## src/rtl/mm_host_bridge.sv

```systemverilog
// Host bridge for the Montgomery multiplier: loads p'0/p/a/b into the shared BRAM, starts the
// multiplier, then streams the result sections back out. `MM_BRIDGE_CYCLE_CNT_EN adds cycle_count_o.
module mm_host_bridge #(
  parameter int S            = 8,
  parameter int P_PRIME_ADDR = 0,
  parameter int P_BASE       = 1,
  parameter int A_BASE       = S + 1,
  parameter int B_BASE       = 2 * S + 1,
  parameter int RES_BASE     = S + 1,
  parameter int ADDR_W       = $clog2(4 * S)
) (
  input  logic        clock_i,
  input  logic        reset_i,
  input  logic [16:0] s_tdata_i,
  input  logic        s_tvalid_i,
  output logic        s_tready_o,
  output logic [16:0] m_tdata_o,
  output logic        m_tvalid_o,
  input  logic        m_tready_i,
  output logic        m_tlast_o,
  output logic [31:0] BRAM_addr_o,
  output logic [16:0] BRAM_din_o,
  input  logic [16:0] BRAM_dout_i,
  output logic        BRAM_we_o,
  output logic        BRAM_en_o,
  output logic        MM_start_o,
  input  logic        MM_done_i,
  output logic        busy_o
`ifdef MM_BRIDGE_CYCLE_CNT_EN
  ,
  output logic [31:0] cycle_count_o
`endif
);

  localparam int KW = $clog2(3 * S + 1);
  localparam int JW = $clog2(S + 1);
  localparam logic [KW-1:0] K_LAST = KW'(3 * S);
  localparam logic [JW-1:0] J_END  = JW'(S);
  localparam logic [JW-1:0] J_LAST = JW'(S - 1);

  typedef enum logic [1:0] {ST_LOAD, ST_START, ST_WAIT, ST_READ} state_t;

  state_t            state, state_nxt;
  logic              armed, load_rdy, in_hs, out_hs, fifo_valid, issue, in_flight;
  logic [KW-1:0]     k;
  logic [JW-1:0]     rd_idx, out_idx;
  logic [16:0]       fifo_mem [2];
  logic              wr_ptr, rd_ptr;
  logic [1:0]        fifo_cnt;
  logic [2:0]        occ;
  logic [16:0]       din_q;
  logic [ADDR_W-1:0] wr_addr, rd_addr, addr_sel;

  // NOTE: all clocked state uses non-blocking assignments so every flop samples pre-edge values.
  always_ff @(posedge clock_i) begin
    if (reset_i) begin
      state <= ST_LOAD;
      armed <= 1'b0;
    end else begin
      state <= state_nxt;
      armed <= 1'b1;
    end
  end

  always_comb begin
    state_nxt = state;
    unique case (state)
      ST_LOAD:  if (in_hs && k == K_LAST) state_nxt = ST_START;
      ST_START: state_nxt = ST_WAIT;
      ST_WAIT:  if (MM_done_i) state_nxt = ST_READ;
      ST_READ:  if (out_hs && out_idx == J_LAST) state_nxt = ST_LOAD;
      default:  state_nxt = ST_LOAD;
    endcase
  end

  assign load_rdy   = (state == ST_LOAD) && armed && !reset_i;
  assign in_hs      = s_tvalid_i && load_rdy;
  assign fifo_valid = (fifo_cnt != 2'd0);
  assign out_hs     = fifo_valid && m_tready_i;
  // Occupancy net of this cycle's pop, so a full-rate drain still issues one read per cycle.
  assign occ   = {1'b0, fifo_cnt} - {2'b0, out_hs} + {2'b0, in_flight};
  assign issue = (state == ST_READ) && !reset_i && (rd_idx != J_END) && (occ < 3'd2);

  always_comb begin
    if (k == '0)
      wr_addr = ADDR_W'(P_PRIME_ADDR);
    else if (k <= KW'(S))
      wr_addr = ADDR_W'(P_BASE) + ADDR_W'(k) - ADDR_W'(1);
    else if (k <= KW'(2 * S))
      wr_addr = ADDR_W'(A_BASE) + ADDR_W'(k) - ADDR_W'(S + 1);
    else
      wr_addr = ADDR_W'(B_BASE) + ADDR_W'(k) - ADDR_W'(2 * S + 1);
    rd_addr = ADDR_W'(RES_BASE) + ADDR_W'(rd_idx);
  end

  always_comb begin
    s_tready_o  = load_rdy;
    MM_start_o  = (state == ST_START);
    busy_o      = !((state == ST_LOAD) && (k == '0));
    BRAM_en_o   = in_hs || issue;
    BRAM_we_o   = in_hs;
    BRAM_din_o  = in_hs ? s_tdata_i : din_q;
    addr_sel    = in_hs ? wr_addr : (issue ? rd_addr : '0);
    BRAM_addr_o = {{(32 - ADDR_W){1'b0}}, addr_sel};
    m_tvalid_o  = fifo_valid;
    m_tdata_o   = fifo_valid ? fifo_mem[rd_ptr] : 17'd0;
    m_tlast_o   = fifo_valid && (out_idx == J_LAST);
  end

  always_ff @(posedge clock_i) begin
    if (reset_i) begin
      k         <= '0;
      rd_idx    <= '0;
      out_idx   <= '0;
      in_flight <= 1'b0;
      wr_ptr    <= 1'b0;
      rd_ptr    <= 1'b0;
      fifo_cnt  <= 2'd0;
      din_q     <= 17'd0;
    end else begin
      in_flight <= issue;
      fifo_cnt  <= fifo_cnt + {1'b0, in_flight} - {1'b0, out_hs};
      if (in_flight) wr_ptr <= ~wr_ptr;
      if (in_hs) begin
        din_q <= s_tdata_i;
        k     <= (k == K_LAST) ? '0 : k + KW'(1);
      end
      if (issue) rd_idx <= rd_idx + JW'(1);
      if (out_hs) begin
        rd_ptr <= ~rd_ptr;
        if (out_idx == J_LAST) begin
          out_idx <= '0;
          rd_idx  <= '0;
        end else begin
          out_idx <= out_idx + JW'(1);
        end
      end
    end
  end

  // NOTE: skid storage is not reset; fifo_cnt and the pointers alone decide what is valid.
  always_ff @(posedge clock_i) begin
    if (in_flight) fifo_mem[wr_ptr] <= BRAM_dout_i;
  end

`ifdef MM_BRIDGE_CYCLE_CNT_EN
  always_ff @(posedge clock_i) begin
    if (reset_i || state == ST_START)
      cycle_count_o <= 32'd0;
    else if (state == ST_WAIT && cycle_count_o != 32'hFFFF_FFFF)
      cycle_count_o <= cycle_count_o + 32'd1;
  end
`endif

endmodule
```

## config.mk

```make
export PLATFORM = sky130hd
export DESIGN_NAME = mm_host_bridge
export DESIGN_NICKNAME = d
export VERILOG_FILES = /design/src/rtl/mm_host_bridge.sv
export SDC_FILE = /design/constraint.sdc
export NUM_CORES = 1
export LEC_CHECK = 0
export ABC_AREA = 1
export CORE_AREA = 2 2 99 101
export CTS_CLUSTER_SIZE = 8
export DETAILED_ROUTE_END_ITERATION = 6
export DIE_AREA = 0 0 101 103
export PLACE_DENSITY = 0.65
export SLEW_MARGIN = 20
export SYNTH_ARGS = -nofsm -noshare
export SYNTH_HDL_FRONTEND = slang
export SYNTH_SLANG_ARGS = --single-unit
```

## constraint.sdc

```tcl
create_clock -name clock_i -period 7.3 [get_ports clock_i]
set_clock_uncertainty 0.1 [all_clocks]
set_input_delay 0.73 -clock clock_i [delete_from_list [all_inputs] [get_ports clock_i]]
set_output_delay 0.73 -clock clock_i [all_outputs]
set_load 0.1 [all_outputs]
```

Yosys cells after proc, flatten, opt, wreduce, memory -nomap -nowiden
Memory sizes are Yosys's and may differ from the RTL's. A register that Yosys moved wholly into a read port is not among the register bits.
Cells that the tools add are included.
{"block": "word_totals", "n_memories": 1, "out_inout_bits": 73, "reg_bits": 38, "input_bits": 39, "ramBits": 34, "word_cells": 77}
{"name": "fifo_mem", "depth": 2, "word_bits": 17, "rd": 1, "rd_clocked_by_memory_dff": 1, "write_ports": 1, "line": "47", "source": "logic [16:0] fifo_mem [2];"}
{"block": "classes", "muxes": 21, "n_bitwise": 2, "magnitude_cmp": 3, "eq_ne": 9, "addsub": 13, "n_reduce_logical": 18}
{"cell": "two-way mux 17 bit", "n": 2}
{"cell": "two-way mux 5 bit", "n": 6}
{"cell": "two-way mux 4 bit", "n": 4}
{"cell": "logical AND 1 bit", "n": 11}
{"cell": "adder 4 x 1 -> 4 bit, second input constant", "n": 2}
{"cell": "case mux 2 bit (4 select lines)", "n": 1}
{"cell": "two-way mux 2 bit", "n": 3}
{"cell": "!= test 2 bit, second input constant", "n": 3}
{"cell": "adder 4 x 4 -> 5 bit, first input constant", "n": 1}
{"cell": "adder 4 x 5 -> 5 bit, first input constant", "n": 1}
{"cell": "adder 5 x 1 -> 5 bit, second input constant", "n": 1}
{"cell": "adder 5 bit, first input constant", "n": 1}
{"cell": "equality test 5 bit, second input constant", "n": 1}
{"cell": "less-or-equal comparator 5 x 4 -> 1 bit, second input constant", "n": 1}
{"cell": "less-or-equal comparator 5 bit, second input constant", "n": 1}
{"cell": "zero test 5 bit", "n": 1}
{"cell": "two-way mux 1 bit", "n": 5}
{"cell": "subtractor 5 x 1 -> 5 bit, second input constant", "n": 1}
{"cell": "subtractor 5 x 4 -> 5 bit, second input constant", "n": 1}
{"cell": "subtractor 5 bit, second input constant", "n": 1}
{"cell": "equality test 2 bit, second input constant", "n": 2}
{"cell": "equality test 4 x 3 -> 1 bit, second input constant", "n": 1}
{"cell": "!= test 4 bit, second input constant", "n": 1}
{"cell": "adder 3 x 1 -> 3 bit", "n": 1}
{"cell": "11 further kinds", "n": 13}

Longest topological paths before layout
{"block": "depth", "ltp_word": 9, "depth_mapped": 13, "mapped_depth_nobuf": 13}

Worst setup path before layout
Ideal clock, no wire load.
{"block": "synth_path", "path_kind": "input to output", "start": "input port m_tready_i", "end": "output port BRAM_addr_o[1]", "path_stages": 11, "slack_ps": 2056, "required_time_ps": 6470, "arrival_ps": 4414, "cell_sequence": "inv_1 > nor2_2 > nand2_1 > o21ai_0 > ha_1 > fa_1 > inv_1 > nand3_2 > nor3_4 > nand2_1 > o21ai_0"}
{"block": "synth_via", "elab_chain_len": 7}
{"element": "start, declared", "line": "19", "source": "input logic m_tready_i,"}
{"element": "logical AND 1 bit", "line": "79", "source": "assign out_hs = fifo_valid && m_tready_i;"}
{"element": "subtractor 2 x 1 -> 3 bit", "line": "81", "source": "assign occ = {1'b0, fifo_cnt} - {2'b0, out_hs} + {2'b0, in_flight};"}
{"element": "adder 3 x 1 -> 3 bit", "line": "81"}
{"element": "via occ[1]", "line": "50", "source": "logic [2:0] occ;"}
{"element": "< comparator 3 x 2 -> 1 bit", "line": "82", "source": "assign issue = (state == ST_READ) && !reset_i && (rd_idx != J_END) && (occ < 3'd2);"}
{"element": "logical AND 1 bit", "line": "82"}
{"element": "via issue", "line": "44", "source": "logic armed, load_rdy, in_hs, out_hs, fifo_valid, issue, in_flight;"}
{"element": "two-way mux 5 bit (2 in series)", "line": "103", "source": "addr_sel = in_hs ? wr_addr : (issue ? rd_addr : '0);"}
{"element": "end, declared", "line": "21", "source": "output logic [31:0] BRAM_addr_o,"}
The timed path passes the listed nets, and every way through them passes these cells.

Worst setup path after layout
{"block": "layout_path", "start": "input port m_tready_i", "end": "output port BRAM_addr_o[0]"}
The elaborated chain is that of the path after synthesis.

==> results.txt <==
status -> finished, final reports clean
Hold Crit Class -> flop to flop
Final Slew Violations -> 0
I/O pin count -> 112
Peak Freq -> 0.185 GHz
Post-DP HPWL -> 5.23 mm
Row Count -> 36
RSZ-0062 raised after global routing -> no
Final ANT Viol Nets -> 0
largest net degree at the start of global routing -> 59
Yosys cell types -> 37
post-synthesis cell count -> 422
total power -> 1.53 mW
layout cells sized above 1 -> 6.32%
drt via density -> 4.63
Post-CTS Setup Bufs -> 0
Starting DRT DRC Count -> 102
GR Overflow Total -> 0
MaxCap Viol Count -> 0
clock tree buffer depth -> 2
final instance area -> 4650 um^2
largest cells by area after synthesis -> edfxtp_1 28%, dfxtp_1 21%, nand2_1 7.9%, a21oi_1 6.7%, inv_1 6.2%
die area -> 10,400 um^2
CP required -> 6.47 ns
initial core utilization -> 38.7%
CTS tree -> yes
Hold Slack -> 0.363 ns
Cell Area, Synth -> 3660 um^2
Yosys top cell by area -> edfxtp_1
Synth Area per Inst -> 8.67 um^2
post-synthesis mux area share -> 0%
worst-path cell chain -> clkdlybuf4s50_1 > inv_1 > nor2_2 > nand2_1 > o21ai_0 > ha_1 > fa_1 > inv_1 > nand3_2 > nor3_4 > ha_1 > nand2_1 > a21oi_1 > clkdlybuf4s50_1
final setup TNS -> 0 ns
DP Area -> 4460 um^2
fin crit share -> 74.0%
top-area cell type share of the netlist area -> 27.9%
Synth Area in XOR/XNOR -> 0.718%
drt wl/cell -> 12.0 um
Synth Area in Adders -> 4.65%
CTS root buf -> clkbuf_8
hold_buf cts -> 0
final WL -> 7.47 mm
Initial DRT Pass Iterations -> 4
cts repair resizes -> 0
Synth Area in Compound Gates -> 11.9%
first-pass GRT wire length -> 12.1 mm
worst IR drop on VDD -> 0.284 mV
largest family of logic cells by synthesized area -> simple AND/OR/NAND/NOR gates
Tmin final -> 5.40 ns
slowest cell on the critical path -> clkdlybuf4s50_1
H-tree depth -> 3
Worst slew margin -> 33.0%
Die H -> 103 um
worst-skew pair later-pin latency -> 0.34 ns
Pleak -> 1.89 nW
Via Count -> 2,873
initial antenna violation count -> 0
Total GRT Usage -> 15.0%
Seq cells post-synth -> 73
FFs w/ async S/R, synth -> 0%
synth cell count leaders -> 77 x nand2_1, 60 x inv_1, 49 x a21oi_1, 39 x dfxtp_1, 34 x edfxtp_1
actual slew at the worst max-slew pin -> 1.00 ns
number of global-route vias before repair -> 2,743
critical path class -> primary input to output port
DRC -> 0
Worst Setup End Kind -> output port
port buffer count -> 84
crit start category -> primary input
Final #Nets -> 553
CTS clk-pin slew, worst paths -> 0.08 ns
gpl congestion -> 0.800
CTS buffer count -> 9
antenna fix cells -> 0
clock sinks -> 73
Max FO, Critical Path -> 9
power per cell area -> 330 nW/um^2
Post-Synth Simple-Gate Area -> 18.4%
die width -> 101 um
Critical Path AT -> 4.57 ns
YS warnings -> 0
Final Hold Fails -> 0
core area -> 9460 um^2
ys flop type -> dfxtp_1
Final Util -> 49.2%
Post-synth EDFFs -> 34
max incr delay on CP -> 1.14 ns
WP buf/inv -> 4
final setup violating endpoints -> 0
most used standard cell by instance count after synthesis -> nand2_1
Top delay family on crit path -> buffers and inverters
Seq/Total Area, Yosys -> 49.2%
Layout area overhead -> 27.2%
[stage by stage]
step                      worst slack, ns  cells
after floorplan                      2.06    448
final                                1.90    620
after global routing                 1.68    620
after detailed placement             1.78    603
after CTS                            1.75    619
after global placement               1.80    603
[worst paths after layout]
check	startpoint	endpoint	slack [ns]	cells after the start
max	m_tready_i	BRAM_addr_o[0]	1.90	14
min	rd_ptr$_SDFFE_PP0P_	rd_ptr$_SDFFE_PP0P_	0.36	1
max reg2reg	fifo_cnt[1]$_SDFF_PP0_	rd_idx[3]$_SDFF_PP0_	4.40	13
min reg2reg	rd_ptr$_SDFFE_PP0P_	rd_ptr$_SDFFE_PP0P_	0.36	1
[flip-flops by register name (all words and copies together) (netlist names), named ones only]
register / flops
fifo_mem: 34
din_q: 17
k: 5
out_idx: 4
rd_idx: 4
fifo_cnt: 2
state: 2
armed: 1
in_flight: 1
rd_ptr: 1
wr_ptr: 1
[per-layer routing]
layer	up-vias	GRT usage (%)	wire (um)
li1	1464	-	-
met1	1323	17.5	3390
met2	78	26.3	3560
met3	8	5.15	406
met4	0	4.26	107
met5	-	0	0
[cell families (layout without fill, tap and decap cells)]
group	after synthesis	after routing
other cells	1	27
simple gates	146	146
fa+ha+maj	13	13
buf+inv	110	168
compound gates	76	76
flops	73	73
xor+xnor	3	3
[layout by cell type, fill, tap and decap left out, types with 3 or more instances in the layout]
cell / instances
clkdlybuf4s50_1: 84
nand2_1: 77
inv_1: 60
a21oi_1: 49
dfxtp_1: 39
edfxtp_1: 34
conb_1: 27
nor2_1: 21
or2_1: 17
a211oi_1: 17
nand3_1: 13
ha_1: 12
clkbuf_8: 9
nor3_1: 6
o21ai_0: 5
clkinvlp_4: 4
inv_2: 3
[power breakdown]
part	total, mW	internal [mW]	switching, mW
Sequential	0.477	0.457	0.0197
Combinational	0.779	0.176	0.603
Clock	0.279	0.124	0.155
[layout make-up]
class                   count  area [um^2]
well taps                 114          143
inverters                  65          249
multi-input cells         265         1410
clock buffers              10          128
flip-flops and latches     73         1800
repair buffers             87          883
clock inverters             6         43.8
fillers                   922         4800
No activity file was read; power rests on OpenSTA's default activity.
